`config.mk`:
```
export PLATFORM = sky130hd
export DESIGN_NAME = ddr3_cmd_monitor
export DESIGN_NICKNAME = d
export VERILOG_FILES = /design/src/rtl/ddr3_cmd_monitor.sv
export SDC_FILE = /design/constraint.sdc
export NUM_CORES = 1
export LEC_CHECK = 0
export CAP_MARGIN = 15
export CORE_MARGIN = 3
export CORE_UTILIZATION = 30
export CTS_BUF_LIST = sky130_fd_sc_hd__clkbuf_2
export CTS_CLUSTER_SIZE = 25
export DETAILED_ROUTE_END_ITERATION = 16
export GPL_TIMING_DRIVEN = 0
export MAX_ROUTING_LAYER = met4
export PLACE_DENSITY = 0.54
export SLEW_MARGIN = 20
export SYNTH_ARGS = -nofsm -noshare
export SYNTH_HDL_FRONTEND = slang
export SYNTH_SLANG_ARGS = --single-unit
```
`constraint.sdc`:
```
create_clock -name cpu_clk -period 4.1 [get_ports cpu_clk]
set_clock_uncertainty 0.1 [all_clocks]
set_input_delay 0.82 -clock cpu_clk [delete_from_list [all_inputs] [get_ports cpu_clk]]
set_output_delay 0.82 -clock cpu_clk [all_outputs]
set_load 0.02 [all_outputs]
```
`src/rtl/ddr3_cmd_monitor.sv`:
```
// Passive DDR3 command-bus monitor: decodes the controller's command pins, tracks
// per-bank open state and tRCD/tRP/tRFC timing, and flags protocol violations.
module ddr3_cmd_monitor #(
    parameter int NUM_BANKS = 8,
    parameter int T_RCD     = 4,
    parameter int T_RP      = 4,
    parameter int T_RFC     = 16
) (
    input  logic                         cpu_clk,
    input  logic                         reset,
    input  logic                         cs_n,
    input  logic                         ras_n,
    input  logic                         cas_n,
    input  logic                         we_n,
    input  logic [$clog2(NUM_BANKS)-1:0] ba,
    input  logic [15:0]                  addr,
    output logic                         cmd_valid,
    output logic [3:0]                   cmd_type,
    output logic [$clog2(NUM_BANKS)-1:0] cmd_ba,
    output logic [15:0]                  cmd_addr,
    output logic [NUM_BANKS-1:0]         bank_open,
    output logic                         err_valid,
    output logic [2:0]                   err_code,
    output logic [15:0]                  act_cnt,
    output logic [15:0]                  rd_cnt,
    output logic [15:0]                  wr_cnt
);

    localparam int BA_W  = $clog2(NUM_BANKS);
    localparam int RCD_W = $clog2(T_RCD + 1);
    localparam int RP_W  = $clog2(T_RP + 1);
    localparam int RFC_W = $clog2(T_RFC + 1);

    // A timer loaded at cycle n reaches zero exactly at cycle n + T.
    localparam logic [RCD_W-1:0] RCD_LOAD = RCD_W'(T_RCD - 1);
    localparam logic [RP_W-1:0]  RP_LOAD  = RP_W'(T_RP - 1);
    localparam logic [RFC_W-1:0] RFC_LOAD = RFC_W'(T_RFC - 1);

    localparam logic [3:0] CMD_NOP  = 4'd0;
    localparam logic [3:0] CMD_ACT  = 4'd1;
    localparam logic [3:0] CMD_RD   = 4'd2;
    localparam logic [3:0] CMD_WR   = 4'd3;
    localparam logic [3:0] CMD_PRE  = 4'd4;
    localparam logic [3:0] CMD_PREA = 4'd5;
    localparam logic [3:0] CMD_REF  = 4'd6;
    localparam logic [3:0] CMD_MRS  = 4'd7;
    localparam logic [3:0] CMD_ZQ   = 4'd8;

    // Open row is not kept: no output or check depends on it.
    logic [RCD_W-1:0] rcd_cnt [NUM_BANKS];
    logic [RP_W-1:0]  rp_cnt  [NUM_BANKS];
    logic [RFC_W-1:0] rfc_cnt;

    logic [3:0] dec_type;
    logic [2:0] dec_err;
    logic       is_rdwr;
    logic       ap_close;

    always_comb begin
        dec_type = CMD_NOP;
        if (!cs_n) begin
            case ({ras_n, cas_n, we_n})
                3'b011:  dec_type = CMD_ACT;
                3'b101:  dec_type = CMD_RD;
                3'b100:  dec_type = CMD_WR;
                3'b010:  dec_type = addr[10] ? CMD_PREA : CMD_PRE;
                3'b001:  dec_type = CMD_REF;
                3'b000:  dec_type = CMD_MRS;
                3'b110:  dec_type = CMD_ZQ;
                default: dec_type = CMD_NOP;
            endcase
        end
    end

    assign is_rdwr  = (dec_type == CMD_RD) || (dec_type == CMD_WR);
    assign ap_close = is_rdwr && addr[10];

    // Checks run against state from earlier cycles; first match wins.
    always_comb begin
        dec_err = 3'd0;
        if (dec_type != CMD_NOP && rfc_cnt != '0)
            dec_err = 3'd1;
        else if (dec_type == CMD_ACT && rp_cnt[ba] != '0)
            dec_err = 3'd2;
        else if (dec_type == CMD_ACT && bank_open[ba])
            dec_err = 3'd3;
        else if (is_rdwr && !bank_open[ba])
            dec_err = 3'd4;
        else if (is_rdwr && rcd_cnt[ba] != '0)
            dec_err = 3'd5;
        else if (dec_type == CMD_REF && |bank_open)
            dec_err = 3'd6;
    end

    // NOTE: timer arrays are reset explicitly; they gate error checks right after reset.
    always_ff @(posedge cpu_clk) begin
        if (reset) begin
            cmd_valid <= 1'b0;
            cmd_type  <= CMD_NOP;
            cmd_ba    <= '0;
            cmd_addr  <= '0;
            err_valid <= 1'b0;
            err_code  <= 3'd0;
            act_cnt   <= '0;
            rd_cnt    <= '0;
            wr_cnt    <= '0;
            bank_open <= '0;
            rfc_cnt   <= '0;
            for (int b = 0; b < NUM_BANKS; b++) begin
                rcd_cnt[b] <= '0;
                rp_cnt[b]  <= '0;
            end
        end else begin
            cmd_valid <= (dec_type != CMD_NOP);
            cmd_type  <= dec_type;
            err_valid <= (dec_err != 3'd0);
            err_code  <= dec_err;
            if (dec_type != CMD_NOP) begin
                cmd_ba   <= ba;
                cmd_addr <= addr;
            end

            if (dec_type == CMD_ACT && act_cnt != 16'hFFFF) act_cnt <= act_cnt + 16'd1;
            if (dec_type == CMD_RD  && rd_cnt  != 16'hFFFF) rd_cnt  <= rd_cnt  + 16'd1;
            if (dec_type == CMD_WR  && wr_cnt  != 16'hFFFF) wr_cnt  <= wr_cnt  + 16'd1;

            if (dec_type == CMD_REF)
                rfc_cnt <= RFC_LOAD;
            else if (rfc_cnt != '0)
                rfc_cnt <= rfc_cnt - RFC_W'(1);

            for (int b = 0; b < NUM_BANKS; b++) begin
                if (dec_type == CMD_ACT && ba == BA_W'(b)) begin
                    bank_open[b] <= 1'b1;
                    rcd_cnt[b]   <= RCD_LOAD;
                end else if (rcd_cnt[b] != '0) begin
                    rcd_cnt[b] <= rcd_cnt[b] - RCD_W'(1);
                end

                if (dec_type == CMD_PREA ||
                    ((dec_type == CMD_PRE || ap_close) && ba == BA_W'(b))) begin
                    bank_open[b] <= 1'b0;
                    rp_cnt[b]    <= RP_LOAD;
                end else if (rp_cnt[b] != '0) begin
                    rp_cnt[b] <= rp_cnt[b] - RP_W'(1);
                end
            end
        end
    end

endmodule

```
Yosys cells after proc, flatten, opt, wreduce, memory -nomap -nowiden
Memory sizes are Yosys's and may differ from the RTL's.
Cells that the tools add are included.

operators by class
  add/subtract/negate cells = 20
  order comparisons = 1
  equal/unequal tests = 22
  multiplexer cells = 159
  bitwise logic cells = 32
  reductions and logical operators = 71

operators by type and width
  kind                     number
  $mux W1                  116
  $mux W3                  38
  $reduce_bool A3 Y1       19
  $add A16 B1 Y16 const B  3
  $ne A16 B16 Y1 const B   3
  $sub A3 B1 Y3 const B    16
  $or A1 B1 Y1             32
  $pmux W4 S7              1
  $logic_and A1 B1 Y1      26
  $eq A3 B3 Y1 const B     7
  $reduce_or A2 Y1         9
  $eq A3 B2 Y1 const B     4
  $eq A4 B3 Y1 const B     3
  $mux W4                  3
  $logic_or A1 B1 Y1       10
  $eq A4 B2 Y1 const B     2
  $reduce_or A8 Y1         1
  $eq A3 B1 Y1 const B     2
  $logic_not A3 Y1         2
  $reduce_bool A5 Y1       1
  $sub A5 B1 Y5 const B    1
  $eq A4 B1 Y1 const B     1
  $lt A3 B4 Y1 const B     1
  $reduce_bool A4 Y1       1
  3 further kinds          3

word-level totals
  register bits after elaboration = 89
  memory bits (writable) = 48
  output and inout port bits = 84
  word-level logic and storage cells = 326
  memories = 2

memories
  memory   words  bits a word  rd ports  clocked after memory_dff  write ports  RTL line  text
  rcd_cnt  8      3            9         0                         8            50        logic [RCD_W-1:0] rcd_cnt [NUM_BANKS];
  rp_cnt   8      3            9         0                         8            51        logic [RP_W-1:0] rp_cnt [NUM_BANKS];

Depth between registers and ports, before layout
Gate-level depths: netlist (run 1).

  depth after elaboration = 14
  depth in mapped cells = 7
  depth with buffers taken out = 7

Worst setup path after synthesis (run 1)
OpenSTA, ideal clock, no wires.

  path kind = input-to-reg
  from = input port cas_n
  to = register wr_cnt[15]
  setup time = 0.123 ns
  arrival time = 2.546 ns
  data required time = 3.877 ns
  slack = 1.331 ns
  cell stages on the path = 7
  buffers on the path = 2
  cells stage by stage = buf_6 or4b_1 buf_2 or3_4 nor2_2 nor3b_2 mux2_1

on the way
  cells in the longest elaborated chain, start to end = 5

ends and longest elaborated chain
  element                                     RTL line  text
  from (decl)                                 13        input logic cas_n,
  $eq A3 B3 Y1, or another cell as far along  62        case ({ras_n, cas_n, we_n})
  $pmux W4 S7 *                               62
  $mux W4 *                                   61        if (!cs_n) begin
  $eq A4 B2 Y1 *                              125       if (dec_type == CMD_WR && wr_cnt != 16'hFFFF) wr_cnt <= wr_cnt + 16'd1;
  $logic_and A1 B1 Y1 *                       125
  to (signal assigned)                        125
  to (decl)                                   26        output logic [15:0] wr_cnt

Every way passes the cells marked *; elsewhere a longest branch is shown, timed or not.
A chain may end at the register's enable or synchronous reset.

Final worst setup path (run 1)
  from = input port ba[1]
  to = register err_valid

on the way
  cells in the longest elaborated chain, start to end = 9

ends and longest elaborated chain
  element                                                         RTL line    text
  from (decl)                                                     15          input logic [$clog2(NUM_BANKS)-1:0] ba,
  $mem_v2 Z8 W3 / $bmux W1 S3 (equally long branches)             n/a
  $reduce_bool A3 Y1 / $mux W1 (equally long branches)            89, 85, 87
  $logic_and A1 B1 Y1 / $logic_not A1 Y1 (equally long branches)  89, 87
  $mux W3 / $logic_and A1 B1 Y1 (equally long branches)           89, 87
  $mux W3                                                         87          else if (is_rdwr && !bank_open[ba])
  $mux W3                                                         85          else if (dec_type == CMD_ACT && bank_open[ba])
  $mux W3 *                                                       83          else if (dec_type == CMD_ACT && rp_cnt[ba] != '0)
  $mux W3 *                                                       81          if (dec_type != CMD_NOP && rfc_cnt != '0)
  $reduce_bool A3 Y1 *                                            116         err_valid <= (dec_err != 3'd0);
  to (signal assigned)                                            116
  to (decl)                                                       22          output logic err_valid,

Every way passes the cells marked *; elsewhere a longest branch is shown, timed or not. The select of a mux whose other input is x is not followed.

==> results of run 1 <==
## cells in the final DEF (no fill, tap or decap), types with 3 or more instances in the layout
cell             synthesis  layout
nor3b_1                  9       9
nand2b_1                 4       4
nor3_1                  29      29
clkbuf_2                 1      19
nand2_1                 78      78
ha_1                    36      36
nor2b_1                  8       8
nand3_1                 17      17
clkinv_2                 0       3
o21a_1                   5       5
clkinv_1                 0       3
edfxtp_1                48      48
or2_2                   18      18
clkbuf_1                31      31
a2111oi_0                4       4
clkdlybuf4s50_1          0     106
nor4b_1                 12      12
nor2_1                  98      98
a31oi_1                  8       8
a21oi_1                 67      67
or3_1                    8       8
inv_1                   61      61
o21ai_0                 10      10
xnor2_1                 37      37
and4_1                   4       4
nor4_1                  18      18
inv_4                    0       3
dfxtp_1                 89      89
nand4_1                  9       9
o31ai_1                  3       3
a211oi_1                 7       7
## cells in the mapped netlist, types with 10 or more instances
library cell  number
nor2_1            98
a21oi_1           67
o21ai_0           10
edfxtp_1          48
nand2_1           78
or2_2             18
nor4_1            18
ha_1              36
inv_1             61
xnor2_1           37
clkbuf_1          31
dfxtp_1           89
nor4b_1           12
nand3_1           17
nor3_1            29
## state kept, by name (all words and copies together) (netlist names)
| register | count |
|---|---|
| act_cnt | 16 |
| bank_open | 8 |
| cmd_addr | 16 |
| cmd_ba | 3 |
| cmd_type | 4 |
| cmd_valid | 1 |
| err_code | 3 |
| err_valid | 1 |
| rcd_cnt | 24 |
| rd_cnt | 16 |
| rfc_cnt | 5 |
| rp_cnt | 24 |
| wr_cnt | 16 |
## stage by stage
stage               power [mW]  hold WS [ps]  utilization [%]
finish                   3.625         366.7            38.09
global route             3.971         388.9            38.09
CTS                      3.677         368.9            38.08
detailed placement       3.003         345.7            37.30
global placement         2.993         342.2            37.30
floorplan                2.698         371.0                -
## layer usage
layer  vias up  part of all wire, %  track usage (%)
met2       124                   45            22.85
met4         0                 0.95            3.843
met1      2707                   49            21.02
li1       2925                    -                -
met5         -                    0                -
met3        14                  4.7            3.519
## kinds of logic after synthesis
kind of cell             after synthesis  synth area share, %
AND/OR/NAND/NOR                      327                23.96
flip-flops                           137                47.02
AO/OA/AOI/OAI                        124                11.04
buffers and inverters                 98                5.530
XOR/XNOR                              37                4.727
adder cells (fa/ha/maj)               36                6.571
multiplexers                           5                1.150
## worst max path at each step
stage / slack, ps / depth (start not counted) / from / end
2_1_floorplan: 1330 / 7 / cas_n / wr_cnt[15]$_SDFFE_PP0P_
3_3_place_gp: 400 / 8 / ba[1] / err_valid$_SDFF_PP0_
3_5_place_dp: 400 / 8 / ba[1] / err_valid$_SDFF_PP0_
4_1_cts: 1220 / 1 / act_cnt[5]$_SDFFE_PP0P_ / act_cnt[5]
5_1_grt: 1110 / 1 / act_cnt[5]$_SDFFE_PP0P_ / act_cnt[5]
6_report: 1210 / 8 / ba[1] / err_valid$_SDFF_PP0_
## power groups by stage
stage / registers (mW) / logic, mW / clock network (mW)
6_report: 1.85 / 1.11 / 0.660
4_1_cts: 1.85 / 1.13 / 0.698
3_5_place_dp: 1.88 / 1.12 / 0
5_1_grt: 1.89 / 1.32 / 0.765
2_1_floorplan: 1.87 / 0.828 / 0
3_3_place_gp: 1.88 / 1.12 / 0
## worst max-delay path, delay by kind of cell
| family | cells | cell delay (ps) |
|---|---|---|
| AO/OA/AOI/OAI | 4 | 730 |
| buffers and inverters | 3 | 1370 |
| AND/OR/NAND/NOR | 1 | 440 |
## cell type report
type                            instances  share of cell area, %
Multi-Input combinational cell        529                  38.54
Sequential cell                       137                  38.19
Timing Repair Buffer                  106                  12.57
Tap cell                              280                  4.151
Inverter                               61                  2.713
Buffer                                 37                  1.779
Clock buffer                           18                  1.067
Clock inverter                         14                 0.9635
Antenna cell                            1                0.02965
==> results.json, run 1 <==
{
  "endpoint_kind": "flip-flop",
  "gr-total-overflow": 0,
  "cts_max_path_buffers": 2,
  "delay_contributed_by_the_slowest_stage_of_the_critical_path_ps": 520,
  "async_flop_share_pct": 0,
  "share_seq_of_total_power_pct": 51.1,
  "clockRootBuffer": "clkbuf_2",
  "setup_buffers_after_cts": 0,
  "floorplan.die_area_um2": 24700,
  "setup_viol": 0,
  "dp_slack_ps": 399.6,
  "cellPowerDensity_nw_per_um2": 429.5,
  "cpMostUsedCell": "clkbuf_1",
  "clock-sinks": 137,
  "nets": 950,
  "synth_area_leaders": "dfxtp_1, edfxtp_1, ha_1",
  "route.final.wire_length_um": 18030,
  "fmax_mhz": 345.7,
  "cts-buffers-inserted": 17,
  "holdBufCountCts": 0,
  "synth.net_count": 825,
  "cts-resized-gates": 0,
  "avg_vias_per_cell": 4.877,
  "grt_first_pass_wirelength_um": 28870,
  "avgSynthCellArea_um2": 8.973,
  "track_usage_pct": 15.29,
  "regToRegEndpoint": "wr_cnt[2]$_SDFFE_PP0P_",
  "drt_pre_antenna_iters": 5,
  "internal_power_mw": 2.374,
  "worst_slew_pin_slew_ps": 838.5,
  "place_congestion": 0.8255,
  "power.switching_mw": 1.251,
  "synth.cell_area_um2": 6855,
  "fin_ws_ps": 1207,
  "total_leakage_power_nw": 2.974,
  "post-dp-hpwl_um": 13440,
  "r2r_slack_ps": 1530,
  "post-route-period-util_pct": 70.56,
  "worst_reg2reg_path_startpoint": "wr_cnt[0]$_SDFFE_PP0P_",
  "final_antenna_net_count": 0,
  "slew_headroom_pct": 43.63,
  "grt_pass1_vias": 5505,
  "synth-seq-area-share_pct": 47.02,
  "synthesized_flop_and_latch_total": 137,
  "worst-r2r-cell-count": 7,
  "multi_input_area_um2": 3253,
  "stdcell_count": 1183,
  "detail_route.wl_per_cell_um": 15.24,
  "critical_path_peak_fanout": 10,
  "power_frac_clock_pct": 18.2,
  "hp-start": "cmd_ba[1]$_SDFFE_PP0P_",
  "worst_setup_hold_path_clk_slew_ps": 190,
  "min_delay_worst_endpoint": "cmd_ba[1]$_SDFFE_PP0P_",
  "class_of_the_tightest_hold_or_removal_check": "reg -> reg",
  "initial_antenna_violation_count": 1,
  "htreeDepth": 4,
  "unrepaired_setup_endpoints_after_global_routing": "false",
  "vdd_drop_max_mv": 0.1710,
  "post-synth-top-area-fraction_pct": 25.99,
  "path_cells": "clkdlybuf4s50_1 > clkbuf_1 > clkbuf_1 > nor4b_1 > o32ai_1 > o22ai_1 > o2bb2ai_1 > a31oi_1",
  "placedInstanceArea_um2": 8267,
  "power_switching_share_pct": 34.50,
  "final.fill_count": 2293,
  "setup_total_negative_slack_ps": 0,
  "synth-edff-count": 48,
  "crit_path_arrival_time_ps": 3370,
  "grt_max_degree": 17,
  "dieWidth_um": 157.2,
  "holdPathStages": 2,
  "drv_slew": 0,
  "initial_core_util_pct": 30.93,
  "drt_iter0_drcs": 311,
  "floorplan.die.height_um": 157.2,
  "sequential_cell_area_um2": 3223,
  "maxCapViolCount": 0,
  "crit_slowest_cell": "clkdlybuf4s50_1",
  "clock_latency_on_the_worst_skew_pair_ps": 720,
  "io_buffer_count": 106,
  "core-area_um2": 22160,
  "area.growth.synth_to_final_pct": 23.12,
  "worstSetupStartpointType": "primary input",
  "combinationalPowerShare_pct": 30.7,
  "worst-setup-path-type": "in -> reg",
  "post_synthesis_cell_count": 764,
  "post-synth-top-area-cell": "dfxtp_1",
  "fin_area_um2": 8441,
  "min_period_ps": 2893,
  "result_of_the_run": "completed",
  "ioPinCount": 109,
  "hold_viol_final": 0,
  "count_of_unresolved_drc_violations_after_routing": 0,
  "num_rows": 54,
  "dp.cells": 1150,
  "clock_tree_from_tritoncts": "yes",
  "synth_cell_types": 58,
  "via_count": 5770,
  "synth.yosys.warnings": 0,
  "cp.required_ps": 4580,
  "dominantRegCellSynth": "dfxtp_1",
  "layout-drive-gt1-share_pct": 7.095
}
Note: power is estimated with default switching activity, not from simulation.
==> inputs of run 2 (changes only) <==
==> constraint.sdc (replaced) <==
create_clock -name cpu_clk -period 2.92 [get_ports cpu_clk]
set_clock_uncertainty 0.1 [all_clocks]
set_input_delay 0.584 -clock cpu_clk [delete_from_list [all_inputs] [get_ports cpu_clk]]
set_output_delay 0.584 -clock cpu_clk [all_outputs]
set_load 0.02 [all_outputs]
==> results of run 2 <==
Same layout as run 1 (identical final DEF). Status: completed.
Among the figures that moved: setup slack after placement 399.6 ps -> -544.4 ps; clock-pin slew on the worst setup and hold paths 190 ps -> 210 ps; setup slack after layout 1207 ps -> 263.1 ps; hold slack 366.7 ps -> 282.1 ps; register-to-register setup slack 1530 ps -> 350 ps; end point of the worst hold path cmd_ba[1]$_SDFFE_PP0P_ -> act_cnt[4]$_SDFFE_PP0P_; total power 3.625 mW -> 5.090 mW; worst IR drop on VDD 0.1710 mV -> 0.2401 mV
==> inputs of run 3 (changes only) <==
--- a/config.mk
+++ b/config.mk
@@ -11,9 +11,10 @@
 export CTS_BUF_LIST = sky130_fd_sc_hd__clkbuf_2
 export CTS_CLUSTER_SIZE = 25
 export DETAILED_ROUTE_END_ITERATION = 16
-export GPL_TIMING_DRIVEN = 0
+export GPL_TIMING_DRIVEN = 1
 export MAX_ROUTING_LAYER = met4
 export PLACE_DENSITY = 0.54
+export RECOVER_POWER = 50
 export SLEW_MARGIN = 20
 export SYNTH_ARGS = -nofsm -noshare
 export SYNTH_HDL_FRONTEND = slang
==> run 3 against run 2 <==
  * The run now ends with capacitance limit, slew limit left
  * Global-route usage down 0.52 points
  * Sequential share of layout area down 1.9 points
  * Die area unchanged
  * Final cell count rose by 2.1%
  * Sequential cell count unchanged
  * Fmax fell by 0.60%
  * Via count decreased by 0.59%
  * Non-clock buffer count increased by 25
==> results.json, run 3 (same netlist as run 1, synthesis figures left out) <==
{
  "result_of_the_run": "finished with violations",
  "failing_checks": "capacitance limit, slew limit",
  "route.final.wire_length_um": 17360,
  "most-common-layout-cells": "clkdlybuf4s50_1, nor2_1, dfxtp_1",
  "htreeDepth": 4,
  "detail_route.wl_per_cell_um": 14.37,
  "mostFrequentLayoutCell": "clkdlybuf4s50_1",
  "setup_buffers_after_cts": 0,
  "setup_viol": 0,
  "dieWidth_um": 157.2,
  "num_rows": 54,
  "final_antenna_net_count": 0,
  "cts-resized-gates": 0,
  "post-dp-hpwl_um": 12950,
  "worstSetupStartpointType": "primary input",
  "hold_viol_final": 0,
  "holdPathStages": 3,
  "area.growth.synth_to_final_pct": 29.51,
  "dp.cells": 1175,
  "cp-endpoint": "act_cnt[15]$_SDFFE_PP0P_",
  "cellPowerDensity_nw_per_um2": 638.5,
  "via_count": 5736,
  "layout_top_registers": "rcd_cnt x24, rp_cnt x24",
  "total_leakage_power_nw": 3.233,
  "place_congestion": 0.8081,
  "worst-r2r-cell-count": 7,
  "clock-sinks": 137,
  "core-area_um2": 22160,
  "initial_core_util_pct": 30.93,
  "endpoint_kind": "flip-flop",
  "placedInstanceArea_um2": 8635,
  "io_buffer_count": 108,
  "fin_area_um2": 8879,
  "count_of_unresolved_drc_violations_after_routing": 0,
  "min_period_ps": 2673,
  "class_of_the_tightest_hold_or_removal_check": "in -> reg",
  "drv_slew": 40,
  "r2r_slack_ps": 760,
  "critical_path_peak_fanout": 12,
  "drt_iter0_drcs": 266,
  "floorplan.die_area_um2": 24700,
  "cp.required_ps": 3430,
  "slew_headroom_pct": -15.32,
  "vdd_drop_max_mv": 0.2324,
  "worst_reg2reg_path_startpoint": "wr_cnt[0]$_SDFFE_PP0P_",
  "clockRootBuffer": "clkbuf_2",
  "crit_path_arrival_time_ps": 3180,
  "worst_slew_pin_slew_ps": 1730,
  "ioPinCount": 109,
  "cts-buffers-inserted": 17,
  "post_route_worst_hold_slack_ps": 312.2,
  "unrepaired_setup_endpoints_after_global_routing": "false",
  "holdBufCountCts": 0,
  "regToRegEndpoint": "wr_cnt[15]$_SDFFE_PP0P_",
  "worstSetupStartpoint": "cs_n",
  "drt_pre_antenna_iters": 5,
  "initial_antenna_violation_count": 1,
  "clock_tree_from_tritoncts": "yes",
  "grt_pass1_vias": 5540,
  "maxCapViolCount": 1,
  "layout-drive-gt1-share_pct": 11.11,
  "gr-total-overflow": 0,
  "clock_latency_on_the_worst_skew_pair_ps": 700,
  "nets": 975,
  "post-route-period-util_pct": 91.54,
  "floorplan.die.height_um": 157.2,
  "worst-setup-path-type": "in -> reg",
  "cts_max_path_buffers": 2,
  "setup_total_negative_slack_ps": 0,
  "avg_vias_per_cell": 4.748,
  "grt_max_degree": 56,
  "grt_first_pass_wirelength_um": 28280,
  "worst_setup_hold_path_clk_slew_ps": 210,
  "track_usage_pct": 14.77,
  "fmax_mhz": 374.1,
  "stdcell_count": 1208
}
[run 3: cell types whose count changed in the layout (fill, tap and decap cells not counted), moves of 3 or more]
| cell | change |
|---|---|
| buf_4 | +33 |
| clkbuf_1 | -11 |
| bufinv_16 | +6 |
| clkbuf_4 | +4 |
| buf_12 | +3 |
| dlygate4sd3_1 | +3 |
| inv_6 | +3 |
[run 3: routing by layer]
layer  share of wire [%]  track usage, %
met1                  49           19.87
met2                  45           22.32
met3                 4.4           3.767
met4                 1.0           3.719
met5                   0               -
[run 3: cell type report]
type / count / area [um2]
clock buffers: 17 / 85.08
inverters: 61 / 229.0
diodes: 1 / 2.502
repair buffers: 168 / 1489
flip-flops and latches: 137 / 3223
multi-input cells: 529 / 3256
fillers: 2255 / 13280
well taps: 280 / 350.3
clock inverters: 15 / 244.0
[run 3: worst min path at each step]
stage | start | endpoint | slack (ps)
after floorplan | rfc_cnt[4]$_SDFFE_PP0N_ | rfc_cnt[4]$_SDFFE_PP0N_ | 370
after global placement | cmd_addr[6]$_SDFFE_PP0P_ | cmd_addr[6]$_SDFFE_PP0P_ | 340
after detailed placement | cmd_addr[13]$_SDFFE_PP0P_ | cmd_addr[13]$_SDFFE_PP0P_ | 350
after CTS | addr[11] | cmd_addr[11]$_SDFFE_PP0P_ | 210
after global routing | addr[11] | cmd_addr[11]$_SDFFE_PP0P_ | 200
final | addr[11] | cmd_addr[11]$_SDFFE_PP0P_ | 310
[run 3: power breakdown]
part	switching, mW	internal (mW)
clock network	0.735	0.741
logic	0.855	0.726
registers	0.189	2.42
[run 3: critical path, cell delays in order]
cell and delay [ps]:
dlygate4sd3_1 570, clkbuf_1 270, nor4bb_1 320, clkbuf_1 380, nand4_1 270, a2111oi_0 450, buf_4 190, xnor2_1 100
nor2_1 50
[run 3: metrics by stage]
step / utilization, % / worst slack, ps / total power, mW
after floorplan: - / 386.6 / 3.788
after global placement: 38.96 / 30.49 / 4.244
after detailed placement: 38.96 / -21.26 / 4.269
after CTS: 40.45 / 241.9 / 5.771
after global routing: 40.06 / 135.2 / 6.131
final: 40.06 / 246.9 / 5.669
==> variant 1 (settings of run 3) <==
The parameter `NUM_BANKS` goes from 8 to 16.
--- a/src/rtl/ddr3_cmd_monitor.sv
+++ b/src/rtl/ddr3_cmd_monitor.sv
@@ -2,5 +2,5 @@
 // per-bank open state and tRCD/tRP/tRFC timing, and flags protocol violations.
 module ddr3_cmd_monitor #(
-    parameter int NUM_BANKS = 8,
+    parameter int NUM_BANKS = 16,
     parameter int T_RCD     = 4,
     parameter int T_RP      = 4,
Interface: changed (resized ba, bank_open and cmd_ba); port bits go from 109 to 119. The function was not compared with the original's and may differ.
==> variant 1 against run 3 <==
The run still ends with capacitance limit, slew limit left; critical endpoint is now bank_open[11]; count of clock-buffer cells in the layout is the same; sequential share of layout area up 3.8 points; highest routed layer unchanged; design area rose by 36%; hold slack got worse by 0.15 ns; wire length up 46%; die area increased by 43%; global-route usage decreased by 0.21 points; area after synthesis increased by 45%; setup slack improved by 0.023 ns; combinational power grew 70%; sequential cell count rose by 57; clock power fell by 4%; power increased by 42%.
==> variant 1: results (changes against run 3) <==
status finished, violations left; failing checks capacitance limit, slew limit; placed insts 1,653 (+41%); Max Transition Viols Final 74 (+85%); largest net degree at the start of global routing 74 (+32%); Internal 5210 uW (+34%); ranking of synthesized cells by area edfxtp_1 (29%), dfxtp_1 (20%), ha_1 (8.5%), nor2_1 (6.7%), a21oi_1 (5.2%); Max rail drop VDD 0.233 mV (about the same); DP HPWL 18,800 um (+45%); met2 wire len 11,300 um (+43%); total track usage 0.146 (-0.00214); Clock transition at path regs 0.30 ns (+0.09 ns); critical path's slowest cell clkdlybuf4s50_1; Routed met1 length 12,200 um (+42%); Max stage delay on crit path 0.67 ns (+0.10 ns); Worst Path Max Fanout 4 (-8); Synth top cells by count nor2_1 (178), nand2_1 (108), inv_1 (105); Pleak 0.00463 uW (+43%); Setup Slack @ Placement -0.0793 ns (-0.0580 ns); sequential area share after synthesis 0.487 (+0.0165); WL/cell 15.0 um (+4.2%); kind of critical path register to primary output; Via Count 7,991 (+39%); first-pass GRT wire length 40,300 um (+43%); Via density 4.73 (-0.30%); initial antenna violation count 2 (+1); worst skew pair latency 0.76 ns (+0.06 ns); EDFF count, synth 96 (+100%); initial drt markers 495 (+86%); Largest regs rcd_cnt: 48 flops, rp_cnt: 48 flops; max cap viols 1 (unchanged)
-- variant 1: through the flow --
stage / total power, uW / instance area, sq um / util / TNS (ns)
2_1_floorplan: 6000 / 9950 / - / 0
3_3_place_gp: 6650 / 11900 / 0.365 / -0.349
3_5_place_dp: 6730 / 11900 / 0.365 / -0.778
4_1_cts: 8170 / 12200 / 0.373 / 0
5_1_grt: 8780 / 12100 / 0.370 / 0
6_report: 8080 / 12100 / 0.370 / 0
-- variant 1: power groups by stage --
stage               clock network, uW  registers [uW]  logic [uW]
global route                     1580            4050        3140
floorplan                           0            3980        2020
global placement                    0            4020        2640
CTS                              1490            3980        2710
detailed placement                  0            4040        2680
finish                           1420            3970        2680
-- variant 1: routing by layer --
metal | global-route usage | up-vias
met3 | 0.0361 | 22
li1 | - | 4048
met5 | - | -
met4 | 0.0343 | 0
met1 | 0.190 | 3741
met2 | 0.228 | 180
-- variant 1: path summary, 6_finish.rpt --
check | startpoint | endpoint | slack [ns] | depth (start not counted)
setup / recovery | bank_open[11] | bank_open[11] | 0.27 | 1
hold / removal | ba[1] | cmd_ba[1] | 0.16 | 4
setup reg to reg | rd_cnt[6] | rd_cnt[4] | 0.39 | 7
hold reg to reg | cmd_addr[9] | cmd_addr[9] | 0.38 | 2
-- variant 1: layout make-up --
class | count | area (sq um)
fillers | 3368 | 20500
repair buffers | 173 | 1540
clock inverters | 15 | 165
well taps | 442 | 553
clock buffers | 17 | 85.1
flip-flops and latches | 194 | 4840
multi-input cells | 739 | 4480
diodes | 2 | 5.00
inverters | 106 | 398
-- variant 1: kinds of logic after synthesis --
| kind of cell | count (synthesis) | synth area share |
|---|---|---|
| compound gates | 179 | 0.110 |
| xor+xnor | 37 | 0.0326 |
| fa+ha+maj | 68 | 0.0855 |
| buf+inv | 150 | 0.0605 |
| flops | 194 | 0.487 |
| mux | 5 | 0.00754 |
| simple gates | 450 | 0.218 |
-- variant 1: what timing repair did --
action,in CTS,in global routing
hold buffers,1,0
endpoints found under the setup margin,0,0
hold endpoints to repair,4,0
setup buffers,0,0
==> variant 2 (flow settings as in run 3) <==
Made on the original files. Remove the register `err_code`: a continuous assignment takes its place, so the output `err_code` follows one clock earlier.
--- a/src/rtl/ddr3_cmd_monitor.sv
+++ b/src/rtl/ddr3_cmd_monitor.sv
@@ -101,5 +101,4 @@
             cmd_addr  <= '0;
             err_valid <= 1'b0;
-            err_code  <= 3'd0;
             act_cnt   <= '0;
             rd_cnt    <= '0;
@@ -115,5 +114,4 @@
             cmd_type  <= dec_type;
             err_valid <= (dec_err != 3'd0);
-            err_code  <= dec_err;
             if (dec_type != CMD_NOP) begin
                 cmd_ba   <= ba;
@@ -149,4 +147,6 @@
     end
 
+    assign err_code = dec_err;
+
 endmodule
 
Check against the original RTL: not equivalent (a bounded check fails within 4 cycles, from zero or initial values and one cycle with reset high).
==> variant 2 against run 3 <==
The run ends with setup timing left; wire length up 4.5%; setup slack worse by 0.57 ns; power down 5.4%; sequential cell count down 3; die area down 0.35%; critical path type is now register to primary output; register-to-register slack worse by 0.26 ns; design area up 3.1%; synthesized cell count down 0.26%; area after synthesis down 0.37%.
==> variant 2: results (changes against run 3) <==
layout cell share with drive strength beyond 1 0.171 (+0.0597); Max rail drop VDD 0.261 mV (+12%); Fillers 2,211 (-2.0%); DP HPWL 13,300 um (+2.5%); failing checks setup timing; routability-driven placement congestion ratio 0.839 (+3.8%); Synth cell types 57 (-1.7%); number of global-route vias before repair 5,811 (+4.9%); Post-Syn Nets 823 (-0.24%); crit-path leading delay family multiplexers; first-pass GRT wire length 29,400 um (+4.0%); Worst Path Max Fanout 2 (-10); initial antenna violation count 3 (+2); Hold Path Depth 2 (-1); Via Count 5,954 (+3.8%); initial drt markers 279 (+4.9%); final setup fails 3 (+3); critical path's slowest cell mux4_2; total track usage 0.154 (+0.00621); fin cells 1,249 (+3.4%); sequential area share after synthesis 0.463 (-0.00707); largest net degree at the start of global routing 65 (+16%); Syn Inst Count 762 (-0.26%); Net count, final 1,014 (+4.0%); status finished, violations left; relative slew slack 0.474 (+0.628); ranking of synthesized cells by area dfxtp_1 (25%), edfxtp_1 (21%), ha_1 (6.6%), nor2_1 (5.5%), a21oi_1 (5.0%); drt total wl 18,100 um (+4.5%); Synth top cells by count nor2_1 (100), dfxtp_1 (86), nand2_1 (77); final worst slack -0.320 ns (-0.567 ns); Max stage delay on crit path 0.50 ns (-0.07 ns)
-- variant 2: path summary, 6_finish.rpt --
check / slack (ns) / start / end
hold / removal: 0.23 / reset / rd_cnt[4]
hold reg to reg: 0.37 / cmd_addr[12] / cmd_addr[12]
setup reg to reg: 0.50 / rd_cnt[0] / rd_cnt[2]
setup / recovery: -0.32 / bank_open[3] / err_code[2]
-- variant 2: final cells by class --
class                           count  area (sq um)  area share
Antenna cell                        3          7.51    0.000820
Clock buffer                       17          85.1     0.00929
Clock inverter                     15          83.8     0.00916
Inverter                           60           225      0.0246
Multi-Input combinational cell    530          3430       0.375
Sequential cell                   134          3160       0.346
Tap cell                          280           350      0.0383
Timing Repair Buffer              210          1810       0.198
-- variant 2: cells by family (layout without fill, tap and decap cells) --
group,Yosys count,count (layout),share of synthesized area
other cells,0,3,0
mux,7,7,0.0143
simple gates,318,318,0.231
compound gates,131,131,0.121
xor+xnor,38,38,0.0487
buf+inv,98,302,0.0559
flops,134,134,0.463
fa+ha+maj,36,36,0.0659
-- variant 2: power by group through the flow --
| stage | logic, uW | registers (uW) | clock network [uW] |
|---|---|---|---|
| after global placement | 1780 | 2590 | 0 |
| final | 1880 | 2550 | 935 |
| after CTS | 1880 | 2550 | 994 |
| after floorplan | 1190 | 2560 | 0 |
| after global routing | 2140 | 2600 | 1070 |
| after detailed placement | 1800 | 2590 | 0 |
-- variant 2: per-layer routing --
layer,wire (um),vias to the layer above,part of all wire,track usage
li1,-,3061,-,-
met5,0,-,0,-
met1,8450,2756,0.47,0.196
met4,205,0,0.011,0.0413
met2,8750,116,0.48,0.248
met3,743,21,0.041,0.0338
-- variant 2: stage by stage --
| step | worst slack (ns) | util | total power [uW] | instance area, sq um |
|---|---|---|---|---|
| final | -0.320 | 0.414 | 5370 | 9150 |
| after global routing | -0.498 | 0.414 | 5810 | 9150 |
| after CTS | -0.432 | 0.417 | 5430 | 9210 |
| after detailed placement | -1.08 | 0.402 | 4390 | 8870 |
| after global placement | -1.08 | 0.402 | 4370 | 8870 |
| after floorplan | -0.0181 | - | 3760 | 6840 |
-- variant 2: what timing repair did --
item,4_1_cts,5_1_grt
pin swaps,13,8
cloned,1,0
endpoints found under the setup margin,3,3
hold buffers,0,0
buffers inserted,5,1
gates resized for setup,49,7
